[src/rtl/pid_pwm_driver.sv]
// Paces pid iterations, accumulates corrections into a saturating signed command and
// drives sign/magnitude PWM. Define DIR_DEADTIME_EN to blank PWM for one period on direction change.
module pid_pwm_driver #(
  parameter int D_WIDTH    = 16,
  parameter int PWM_BITS   = 10,
  parameter int PERIOD_DIV = 4
) (
  input  logic                      clk,
  input  logic                      rst,
  input  logic                      enable,
  input  logic signed [D_WIDTH-1:0] pid_out,
  input  logic                      pid_out_valid,
  output logic                      iterate_enable,
  output logic signed [D_WIDTH-1:0] command,
  output logic                      pwm,
  output logic                      dir,
  output logic                      fault
);

  localparam int DIV_W = (PERIOD_DIV > 1) ? $clog2(PERIOD_DIV) : 1;
  localparam logic [PWM_BITS-1:0] PWM_MAX = '1;
  localparam logic [DIV_W-1:0] DIV_LAST = DIV_W'(PERIOD_DIV - 1);
  localparam logic signed [D_WIDTH:0] SAT_HI = (D_WIDTH+1)'((2 ** (D_WIDTH-1)) - 1);
  localparam logic signed [D_WIDTH:0] SAT_LO = -SAT_HI;

  typedef enum logic [1:0] {
    ST_IDLE = 2'd0,
    ST_REQ  = 2'd1,
    ST_WAIT = 2'd2
  } state_t;

  state_t                     state_q;
  logic                       iterate_q;
  logic [PWM_BITS-1:0]        toCnt_q;
  logic signed [D_WIDTH-1:0]  command_q;
  logic                       fault_q;

  logic [PWM_BITS-1:0]        pwmCnt_q, pwmCnt_d;
  logic [DIV_W-1:0]           divCnt_q, divCnt_d;
  logic                       boundary;
  logic                       lastDiv;

  logic signed [D_WIDTH:0]    sumExt;
  logic signed [D_WIDTH-1:0]  satCmd;

  logic [D_WIDTH-1:0]         absCmd;
  logic [PWM_BITS-1:0]        dutyTarget;
  logic [PWM_BITS-1:0]        duty_q;
  logic                       dir_q;
  logic                       pwm_q;
  logic                       blank;
  logic                       unusedAbs;

  // The wrap cycle of the PWM counter is the period boundary; everything paces off it.
  always_comb begin
    boundary = enable && (pwmCnt_q == PWM_MAX);
    lastDiv  = (divCnt_q == DIV_LAST);
    pwmCnt_d = enable ? pwmCnt_q + 1'b1 : '0;
    divCnt_d = divCnt_q;
    if (!enable) begin
      divCnt_d = '0;
    end else if (boundary) begin
      divCnt_d = lastDiv ? '0 : divCnt_q + 1'b1;
    end
  end

  always_ff @(posedge clk) begin
    if (rst) begin
      pwmCnt_q <= '0;
      divCnt_q <= '0;
    end else begin
      pwmCnt_q <= pwmCnt_d;
      divCnt_q <= divCnt_d;
    end
  end

  // One extra bit of headroom, then clamp symmetrically so the most-negative code never appears.
  always_comb begin
    sumExt = {command_q[D_WIDTH-1], command_q} + {pid_out[D_WIDTH-1], pid_out};
    if (sumExt > SAT_HI) begin
      satCmd = SAT_HI[D_WIDTH-1:0];
    end else if (sumExt < SAT_LO) begin
      satCmd = SAT_LO[D_WIDTH-1:0];
    end else begin
      satCmd = sumExt[D_WIDTH-1:0];
    end
  end

  always_ff @(posedge clk) begin
    if (rst) begin
      state_q   <= ST_IDLE;
      iterate_q <= 1'b0;
      toCnt_q   <= '0;
      command_q <= '0;
      fault_q   <= 1'b0;
    end else if (!enable) begin
      state_q   <= ST_IDLE;
      iterate_q <= 1'b0;
      toCnt_q   <= '0;
    end else begin
      iterate_q <= 1'b0;
      case (state_q)
        ST_IDLE: begin
          if (boundary && lastDiv) begin
            state_q   <= ST_REQ;
            iterate_q <= 1'b1;
          end
        end
        ST_REQ: begin
          state_q <= ST_WAIT;
          toCnt_q <= '0;
        end
        ST_WAIT: begin
          if (pid_out_valid) begin
            command_q <= satCmd;
            state_q   <= ST_IDLE;
          end else if (toCnt_q == PWM_MAX) begin
            fault_q <= 1'b1;
            state_q <= ST_IDLE;
          end else begin
            toCnt_q <= toCnt_q + 1'b1;
          end
        end
        default: state_q <= ST_IDLE;
      endcase
    end
  end

  always_comb begin
    absCmd = command_q[D_WIDTH-1] ? D_WIDTH'(-command_q) : command_q;
  end

  // Magnitude bit just below the sign down to PWM_BITS bits: full-scale maps to 2^PWM_BITS-1.
  assign dutyTarget = absCmd[D_WIDTH-2 -: PWM_BITS];
  assign unusedAbs  = ^absCmd;

`ifdef DIR_DEADTIME_EN
  logic blank_q;

  // A sign change at a boundary blanks the following period; another flip re-arms it.
  always_ff @(posedge clk) begin
    if (rst) begin
      blank_q <= 1'b0;
    end else if (boundary) begin
      blank_q <= (command_q[D_WIDTH-1] != dir_q);
    end
  end

  assign blank = blank_q;
`else
  assign blank = 1'b0;
`endif

  always_ff @(posedge clk) begin
    if (rst) begin
      duty_q <= '0;
      dir_q  <= 1'b0;
      pwm_q  <= 1'b0;
    end else begin
      if (boundary) begin
        duty_q <= dutyTarget;
        dir_q  <= command_q[D_WIDTH-1];
      end
      pwm_q <= enable && !blank && (pwmCnt_q < duty_q);
    end
  end

  assign iterate_enable = iterate_q;
  assign command        = command_q;
  assign pwm            = pwm_q;
  assign dir            = dir_q;
  assign fault          = fault_q;

endmodule

[config.mk]
export PLATFORM = sky130hd
export DESIGN_NAME = pid_pwm_driver
export DESIGN_NICKNAME = d
export VERILOG_FILES = /design/src/rtl/pid_pwm_driver.sv
export SDC_FILE = /design/constraint.sdc
export NUM_CORES = 1
export LEC_CHECK = 0
export BUFFER_PORTS_ARGS = -buffer_cell sky130_fd_sc_hd__buf_2
export CORE_MARGIN = 2
export CORE_UTILIZATION = 63
export CTS_BUF_LIST = sky130_fd_sc_hd__clkbuf_16
export DETAILED_ROUTE_END_ITERATION = 6
export PLACE_DENSITY = 0.89
export REMOVE_ABC_BUFFERS = 1
export SETUP_SLACK_MARGIN = 0.05
export SLEW_MARGIN = 20
export SYNTH_ARGS = -nofsm -noshare
export SYNTH_HDL_FRONTEND = slang
export SYNTH_SLANG_ARGS = --single-unit
export TNS_END_PERCENT = 5
[constraint.sdc]
create_clock -name clk -period 3.9 [get_ports clk]
set_input_delay 0.195 -clock clk [delete_from_list [all_inputs] [get_ports clk]]
set_output_delay 0.195 -clock clk [all_outputs]
set_load 0.005 [all_outputs]
### Yosys cells after proc, flatten, opt, wreduce, memory -nomap -nowiden

Index checks and enable logic that the tools add are counted.

* register bits after elaboration: 54
* input bits: 20
* output and inout bits: 20
* logic and storage cells: 53

* add/subtract/negate cells: 5
* $lt $le $gt $ge: 3
* equal/unequal tests: 9
* muxes and demuxes: 12
* bitwise operators: 3
* reduce and logical (&&, ||, !) cells: 11

Operators by type and width (number)
* 2-to-1 mux 16 bit: 2
* adder 10 x 1 -> 10 bit (second input constant): 2
* == test 10 bit (second input constant): 2
* 2-to-1 mux 10 bit: 2
* one-hot mux 10 bit (2 select lines): 1
* adder 16 x 16 -> 17 bit: 1
* > comparator 17 x 16 -> 1 bit (second input constant): 1
* < comparator 17 x 16 -> 1 bit (second input constant): 1
* 2-to-1 mux 15 bit: 1
* negation 15 bit: 1
* < comparator 10 bit: 1
* 2-to-1 mux 2 bit: 4
* inequality test 2 bit (second input constant): 3
* one-hot mux 2 bit (3 select lines): 1
* AND reduction 3 bit: 2
* == test 2 bit (second input constant): 2
* AND reduction 4 bit: 1
* logical AND 1 bit: 3
* inequality test 3 bit (second input constant): 1
* inverter 1 bit: 3
* OR reduction 3 bit: 1
* adder 2 x 1 -> 2 bit (second input constant): 1
* == test 2 x 1 -> 1 bit (second input constant): 1
* logical NOT 2 bit: 1
* other kinds (4): 4

### Depth between registers and ports, before layout

Gate-level depths: netlist of the first run.

* depth after elaboration: 5
* depth in mapped cells: 14
* gate-level depth less buffers: 12

### Least setup slack after synthesis of the first run

OpenSTA, ideal clock, no wires.

* kind: flip-flop to flip-flop
* from: reg command_q[0], in the netlist command[0]
* to: reg command_q[10], in the netlist command[10]
* setup time: 80 ps
* data arrival time: 2581 ps
* required time: 3820 ps
* slack: 1239 ps
* cell stages (with the launch flop): 14
* buffers on the path: 2
* period minus slack after synthesis: 2661 ps
* cells stage by stage: dfxtp_1 -> ha_1 -> inv_1 -> fa_1 -> nor2b_1 -> o211ai_1 -> a31oi_1 -> o21ba_1 -> o21ai_1 -> a21o_1 -> buf_2 -> buf_2 -> maj3_2 -> a211oi_2

* word-level cells in the longest chain between the ends: 4
* elaborated cells between the ends (all ways): 5
* those cells by class: add/sub: 1; order compare: 2; mux: 2

Ends and longest elaborated chain
* from (decl): line 35 `logic signed [D_WIDTH-1:0] command_q;`
* from (signal assigned): line 115 `command_q <= satCmd;`
* adder 16 x 16 -> 17 bit (*): line 79 `sumExt = {command_q[D_WIDTH-1], command_q} + {pid_out[D_WIDTH-1], pid_out};`
* < comparator 17 x 16 -> 1 bit: line 82 `end else if (sumExt < SAT_LO) begin`
* 2-to-1 mux 16 bit: line 82
* 2-to-1 mux 16 bit (*): line 80 `if (sumExt > SAT_HI) begin`

Every way passes the cells marked *; elsewhere a longest branch is shown, timed or not.
A chain may end at the register's enable or synchronous reset.

### Worst setup path in the final report of the first run

* from: reg command_q[9], in the netlist command[9]
* to: reg command_q[0], in the netlist command[0]

The elaborated chain is that of the path after synthesis.

==> metrics.md, run 1 <==
| Metric | Value |
|---|---|
| Clock slew seen by the registers of the worst setup and hold paths | `approximately 0.07 ns` |
| Crit path from | `command[9]` |
| # Max-Cap Violations | `0` |
| Cell Rows | `27` |
| Unrepaired setup endpoints after global routing | `false` |
| Area of the multi-input gates | `roughly 0.0022 mm²` |
| Final Core Density | `71.2%` |
| Endpoints failing setup | `0` |
| Length in cells of the worst reg-to-reg path | `10` |
| Crit end category | `flip-flop` |
| Main area contributors after synthesis | `dfxtp_1 (31%), ha_1 (10%), nor2_1 (6.8%)` |
| Cell family with most CP delay | `compound AO/OA/AOI/OAI gates` |
| Number of fill cells | `405` |
| Final cell count without fillers | `506` |
| Root Driver | `clkbuf_16` |
| Layout cell share with drive strength beyond 1 | `18.4%` |
| Critical path's largest stage delay | `0.58 ns` |
| Routability cong. | `0.932` |
| Static Leak | `1.56 nW` |
| Final Skew | `0.00409 ns` |
| Cts hold-fix bufs | `0` |
| Overall Global Routing Usage | `about a quarter` |
| Worst-path fanout max | `16` |
| Clk buf depth | `2` |
| Post-route clock period utilization | `a little under 80%` |
| Critical R2R Capture | `command[0]` |
| CP cell instances | `ha_1 > and3_4 > a31oi_4 > o21ai_2 > o41ai_4 > nor2_2 > nor3_4 > xnor2_1 > a41o_1 > o31a_1` |
| Final Cell Area | `between 0.003 and 0.004 mm²` |
| Vias per Instance | `5.89` |
| Distinct cell type count of the synthesized netlist | `between 60 and 70` |
| # placed instances | `498` |
| Slew @ Worst Pin | `0.645 ns` |
| Reg2reg start | `command[9]` |
| Total placed instance area | `0.00371 mm²` |
| Hold Fails Final Rpt | `0` |
| Resize count post-CTS | `0` |
| GRT Residual Overflow | `0` |
| Drt first pass iters | `4` |
| Relative slew slack | `56.8%` |
| Yosys reg bits | `54` |
| Crit Path Category | `flip-flop to flip-flop` |
| Buf/Inv on CP | `0` |
| Max-slew violation count | `0` |
| Final worst slack | `roughly 0.86 ns` |
| Register area | `0.00108 mm²` |
| Final Total Pwr | `1.08 mW` |
| Initial Utilization | `64.3%` |
| Cell Area, Synth | `roughly 0.0035 mm²` |
| Initial antenna violation count | `0` |
| Met2 routed WL | `3760 µm` |
| Final nets | `482` |
| Dpl ws | `0.888 ns` |
| Setup TNS | `0 ns` |
| Met1 Wirelength | `3150 µm` |
| First-pass GRT wire length | `12,300 µm` |
| Clk network pwr share | `roughly 40%` |
| Cell taking the most area after synthesis | `dfxtp_1` |
| Most frequent cell after synthesis | `nor2_1` |
| Iteration-0 DRC Markers | `129` |
| Die H | `78.3 µm` |
| Switching share of power | `23.1%` |
| Commonest cells in the netlist | `nor2_1 (63), dfxtp_1 (54), ha_1 (28), xor2_1 (23), inv_1 (21)` |
| Peak supply drop | `0.238 mV` |
| Clk_lat worst skew | `0.29 ns` |
| Area growth syn-to-layout | `10.8%` |
| CTS Sinks | `54` |
| Comb pwr share | `under 10%` |
| EDFF count, synth | `0` |
| Antenna viol nets, final | `0` |
| Psw | `0.248 mW` |
| Post-CTS setup buffer count | `0` |
| Antenna cells | `0` |
| WL final | `7300 µm` |
| Number of global-route vias before repair | `2,918` |
| CTS tree | `done` |
| Vias | `2,980` |
| Worst path arrival time | `3.22 ns` |
| HP Class | `input pin to flip-flop` |
| Dominant synthesized flop cell | `dfxtp_1` |
| Slowest CP cell | `nor3_4` |
| Metal3 WL | `251 µm` |
| P_int | `0.827 mW` |
| Async set-reset flop share out of synthesis | `0%` |
| Post-Synthesis Cells | `400` |
| Ys Warns | `0` |
| Min cycle time layout | `3.04 ns` |
| Hold WS | `0.234 ns` |
| Core area | `0.00541 mm²` |
| Post-synthesis sequential area ratio | `31.1%` |
| Worst path depth | `10` |
| Startpoint types | `flip-flop` |
| Placed wire-length estimate | `5420 µm` |
| Fmax | `329 MHz` |
| PD cells | `279 mW/mm²` |
| Total CTS buffers | `5` |
| Die width | `roughly 78 µm` |
| Largest net degree at the start of global routing | `31` |
| WL/cell | `14.4 µm` |
| Sequential share of power | `51.4%` |
| H-tree Lvls | `2` |
| Outcome | `finished clean` |
| Synth top area share | `31.1%` |
| Reg-to-reg slack, setup | `0.86 ns` |
| Syn_area_per_cell | `about 8.7 µm²` |
| Die area | `0.00612 mm²` |
| DR top layer | `met4` |
| Port buffer count | `39` |
| Io pins | `40` |
| DRC Markers | `0` |
| Worst setup path endpoint | `command[0]` |
| Required time of the critical path | `4.08 ns` |
==> cell type report <==
class,instances,share of cell area [%]
Clock buffer,5,3.25
Clock inverter,3,0.455
Inverter,21,2.05
Multi-Input combinational cell,309,58.2
Sequential cell,54,28.1
Tap cell,72,2.34
Timing Repair Buffer,42,5.65
==> layout by cell type (no fill, tap or decap), types with 2 or more instances in the layout <==
cell / count
nor2_1: 63
dfxtp_1: 54
buf_2: 39
ha_1: 28
xor2_1: 23
inv_1: 22
o21ai_0: 17
nand2_1: 17
a21oi_1: 15
a211oi_1: 15
nand3_1: 12
nand2b_1: 9
a211oi_2: 9
maj3_2: 8
xnor2_1: 8
a21o_1: 6
nor3_1: 6
or3_1: 6
and3_1: 5
maj3_1: 5
clkbuf_16: 5
o31ai_1: 4
nor2b_1: 3
a31oi_1: 3
mux2i_1: 3
nand4_1: 3
and4_1: 3
buf_4: 3
o211ai_1: 2
o22ai_1: 2
and4b_1: 2
==> layer usage <==
layer / track usage [%] / up-vias
met4: 8.07 / 0
li1: - / 1486
met5: 0 / -
met3: 3.56 / 14
met1: 27.8 / 1405
met2: 46.0 / 75
==> cell families after synthesis <==
| logic type | synth area share (%) |
|---|---|
| simple gates | 20.6 |
| compound gates | 20.1 |
| flops | 31.1 |
| fa+ha+maj | 14.7 |
| buf+inv | 4.39 |
| xor+xnor | 7.82 |
| mux | 1.19 |
==> worst register-to-register path: cells and delay by family (launching register included) <==
family	cells	cell delay [ns]
AOI/OAI and AO/OA	5	1.12
and+or+nand+nor	3	0.88
DFF	1	0.46
adders and majority gates	1	0.34
xor gates and xnor gates	1	0.13
==> power by group through the flow <==
stage	logic, mW	clock network (mW)	registers, mW
final	0.0912	0.431	0.553
after global routing	0.101	0.445	0.553
after CTS	0.0904	0.432	0.553
after detailed placement	0.0898	0	0.566
after global placement	0.0872	0	0.566
after floorplan	0.0617	0	0.566
==> worst min path at each step <==
stage               cells after the start          start  slack (ns)     endpoint
finish                                  4  pid_out_valid        0.23        fault
global route                            4  pid_out_valid        0.27        fault
CTS                                     4  pid_out_valid        0.23        fault
detailed placement                      1    pwmCnt_q[0]        0.45  pwmCnt_q[0]
global placement                        1    pwmCnt_q[0]        0.44  pwmCnt_q[0]
floorplan                               1            rst        0.26  command[10]
==> state kept, by name, indices dropped and copies added (netlist names) <==
name / cells
fault: 1
toCnt_q: 10
pwm: 1
divCnt_q: 2
duty_q: 10
pwmCnt_q: 10
iterate_enable: 1
dir: 1
state_q: 2
command: 16
Note: power is estimated with default switching activity, not from simulation.
==> inputs of run 2 (changes only) <==
--- a/config.mk
+++ b/config.mk
@@ -5,12 +5,13 @@
 export SDC_FILE = /design/constraint.sdc
 export NUM_CORES = 1
 export LEC_CHECK = 0
+export ABC_AREA = 1
 export BUFFER_PORTS_ARGS = -buffer_cell sky130_fd_sc_hd__buf_2
 export CORE_MARGIN = 2
-export CORE_UTILIZATION = 63
+export CORE_UTILIZATION = 54
 export CTS_BUF_LIST = sky130_fd_sc_hd__clkbuf_16
 export DETAILED_ROUTE_END_ITERATION = 6
-export PLACE_DENSITY = 0.89
+export PLACE_DENSITY = 0.81
 export REMOVE_ABC_BUFFERS = 1
 export SETUP_SLACK_MARGIN = 0.05
 export SLEW_MARGIN = 20
==> constraint.sdc (replaced) <==
create_clock -name clk -period 2.5 [get_ports clk]
set_input_delay 0.125 -clock clk [delete_from_list [all_inputs] [get_ports clk]]
set_output_delay 0.125 -clock clk [all_outputs]
set_load 0.005 [all_outputs]
==> run 2 against run 1 <==
Net effect: die area increased by 23%; area after synthesis grew 6.4%; cell count up 36%; largest power group is now clock.
==> metrics.md, run 2 <==
| Metric | Value |
|---|---|
| H-tree Lvls | `2` |
| Port buffer count | `39` |
| Slowest CP cell | `fa_2` |
| WL/cell | `13.0 µm` |
| # placed instances | `679` |
| Final worst slack | `roughly 0.17 ns` |
| Iteration-0 DRC Markers | `between 100 and 150` |
| Core area | `0.00672 mm²` |
| Crit Path Category | `flip-flop to flip-flop` |
| Final Skew | `0.00199 ns` |
| Post-route clock period utilization | `93.3%` |
| Dominant synthesized flop cell | `dfxtp_1` |
| HP Class | `input pin to flip-flop` |
| Overall Global Routing Usage | `roughly 24%` |
| CP cell instances | `ha_4 > inv_2 > fa_2 > inv_2 > or2_4 > nor2_2 > nand3_1 > nor2_1 > nand3_1 > nor2_1 > nand2_1 > nand2_2 > nand2_4 > nand2_2 > a21oi_1` |
| Die area | `0.00752 mm²` |
| Clk network pwr share | `46.4%` |
| Cell taking the most area after synthesis | `dfxtp_1` |
| Hold Crit Depth | `3` |
| Ys Warns | `0` |
| Largest net degree at the start of global routing | `24` |
| Vias per Instance | `5.38` |
| Critical path's largest stage delay | `~0.53 ns` |
| # Max-Cap Violations | `0` |
| Most used cells in the layout excluding fill and tap cells | `nand2_1 (121), inv_1 (90), dfxtp_1 (52), nor2_1 (50), a21oi_1 (44)` |
| Dpl ws | `-0.0312 ns` |
| Reg2reg start | `command[0]` |
| Slew @ Worst Pin | `0.575 ns` |
| Routability cong. | `0.901` |
| Clk buf depth | `2` |
| Crit end category | `flip-flop` |
| Async set-reset flop share out of synthesis | `0%` |
| Layout cell share with drive strength beyond 1 | `18.0%` |
| Number of fill cells | `600` |
| Final Cell Area | `0.00432 mm²` |
| Max-slew violation count | `0` |
| Outcome | `finished clean` |
| Placed wire-length estimate | `about 7000 µm` |
| Sequential share of power | `a little under half` |
| Most frequent cell after synthesis | `nand2_1` |
| Worst path depth | `15` |
| Initial antenna violation count | `0` |
| Syn_area_per_cell | `6.63 µm²` |
| Main area contributors after synthesis | `dfxtp_1 (29%), nand2_1 (13%), ha_1 (9.5%)` |
| Worst-path fanout max | `8` |
| Total CTS buffers | `5` |
| GRT Residual Overflow | `0` |
| Worst path arrival time | `2.50 ns` |
| Area growth syn-to-layout | `17.0%` |
| Buf/Inv on CP | `2` |
| Length in cells of the worst reg-to-reg path | `15` |
| Min cycle time layout | `around 2.3 ns` |
| Vias | `approximately 3,700` |
| Required time of the critical path | `between 2 and 3 ns` |
| Fmax | `roughly 430 MHz` |
| Startpoint types | `flip-flop` |
| First-pass GRT wire length | `around 15,000 µm` |
| Hold Fails Final Rpt | `0` |
| Final cell count without fillers | `a little under 700` |
| CTS tree | `done` |
| Final nets | `658` |
| Switching share of power | `21.1%` |
| Reg-to-reg slack, setup | `~0.17 ns` |
| Antenna viol nets, final | `0` |
| Critical R2R Capture | `command[1]` |
| Clk_lat worst skew | `a little under 0.3 ns` |
| Drt first pass iters | `5` |
| Root Driver | `clkbuf_16` |
| Yosys reg bits | `between 50 and 60` |
| Psw | `0.397 mW` |
| Final Total Pwr | `1.88 mW` |
| Area of the multi-input gates | `around 0.0023 mm²` |
| DRC Markers | `0` |
| Cts hold-fix bufs | `0` |
| PD cells | `435 mW/mm²` |
| Distinct cell type count of the synthesized netlist | `36` |
| Post-Synthesis Cells | `557` |
| Number of global-route vias before repair | `3,404` |
| Initial Utilization | `55.0%` |
| Cell family with most CP delay | `simple AND/OR/NAND/NOR gates` |
| Hold path start | `enable` |
| Total placed instance area | `0.00403 mm²` |
| Most common cell after layout, fill and taps aside | `nand2_1` |
| M2 GR Usage | `45.9%` |
| Cell Area, Synth | `0.00369 mm²` |
| Antenna cells | `0` |
| Layer with the highest usage | `met2` |
| P_int | `between 1 and 1.5 mW` |
| Synth top area share | `between 20% and 30%` |
| Static Leak | `2.16 nW` |
| Unrepaired setup endpoints after global routing | `true` |
| Worst Hold Endpoint | `fault` |
| Max reg flops | `16` |
| Register area | `0.00109 mm²` |
| Comb pwr share | `7.7%` |
| WL final | `8990 µm` |
| Relative slew slack | `about three fifths` |
| Cell Rows | `30` |
| Peak supply drop | `0.276 mV` |
| Clock slew seen by the registers of the worst setup and hold paths | `0.07 ns` |
| Post-synthesis sequential area ratio | `between 20% and 30%` |
| Io pins | `40` |
| Endpoints failing setup | `0` |
| CTS Sinks | `54` |
| Die H | `86.7 µm` |
| EDFF count, synth | `0` |
| GRT met3 Usage | `under 10%` |
| Die width | `about 87 µm` |
| Commonest cells in the netlist | `nand2_1 (132), inv_1 (92), dfxtp_1 (54), nor2_1 (51), a21oi_1 (44)` |
| GR Util met1 | `27.6%` |
## run 2: cell types whose count changed in the layout (fill, tap and decap cells not counted), sizes merged, moves of 14 or more
cell    before  now
inv         22   95
a21oi       16   56
a211oi      24    2
nand3       12   26
o21ai       19   37
xor2        23    9
nand2       17  137
## run 2: logic make-up after synthesis
family | after synthesis | share of synthesized area (%)
XOR/XNOR | 13 | 3.49
adder cells (fa/ha/maj) | 29 | 10.0
AND/OR/NAND/NOR | 253 | 30.1
AO/OA/AOI/OAI | 103 | 15.9
buffers and inverters | 105 | 11.2
flip-flops | 54 | 29.3
## run 2: through the flow
step	setup TNS (ns)	util, %	hold WS [ns]
finish	0	64.3	0.142
global route	-0.0132	64.3	0.148
CTS	0	63.1	0.152
detailed placement	-0.125	60.0	0.452
global placement	0	60.0	0.427
floorplan	0	-	0.194
## run 2: layout make-up
class                      instances  share of cell area [%]
tap                               80                    2.32
inverter                          95                    8.31
timing repair buffer              54                    7.12
clock inverter                     3                    1.48
multi-input combinational        399                    52.8
sequential                        54                    25.1
clock buffer                       5                    2.90
## run 2: power by group through the flow
stage | combinational (mW) | sequential, mW | clock (mW)
3_5_place_dp | 0.131 | 0.883 | 0
6_report | 0.145 | 0.862 | 0.871
4_1_cts | 0.134 | 0.863 | 0.878
3_3_place_gp | 0.126 | 0.883 | 0
2_1_floorplan | 0.0886 | 0.883 | 0
5_1_grt | 0.161 | 0.862 | 0.920
## run 2: how the worst max path moves through the flow
stage               start           to
5_1_grt        command[0]  command[12]
3_3_place_gp   command[0]   command[3]
6_report       command[0]   command[1]
4_1_cts        command[0]  command[14]
2_1_floorplan  command[0]  command[10]
3_5_place_dp   command[0]  command[14]
## run 2: tightest hold or removal path: stages
cell	delay, ns
buf_2	0.12
nand4_1	0.08
a21oi_1	0.06
## run 2: repair_timing
item | CTS | global route
pin swaps | 0 | 9
buffers inserted | 0 | 2
gates cloned | 0 | 1
gates resized for setup | 4 | 22
setup endpoints to repair | 15 | 15
## run 2: routing by layer
| metal | up-vias | wire [µm] |
|---|---|---|
| li1 | 1890 | - |
| met1 | 1678 | 3620 |
| met2 | 120 | 4570 |
| met3 | 21 | 539 |
| met4 | 0 | 250 |
| met5 | - | 0 |
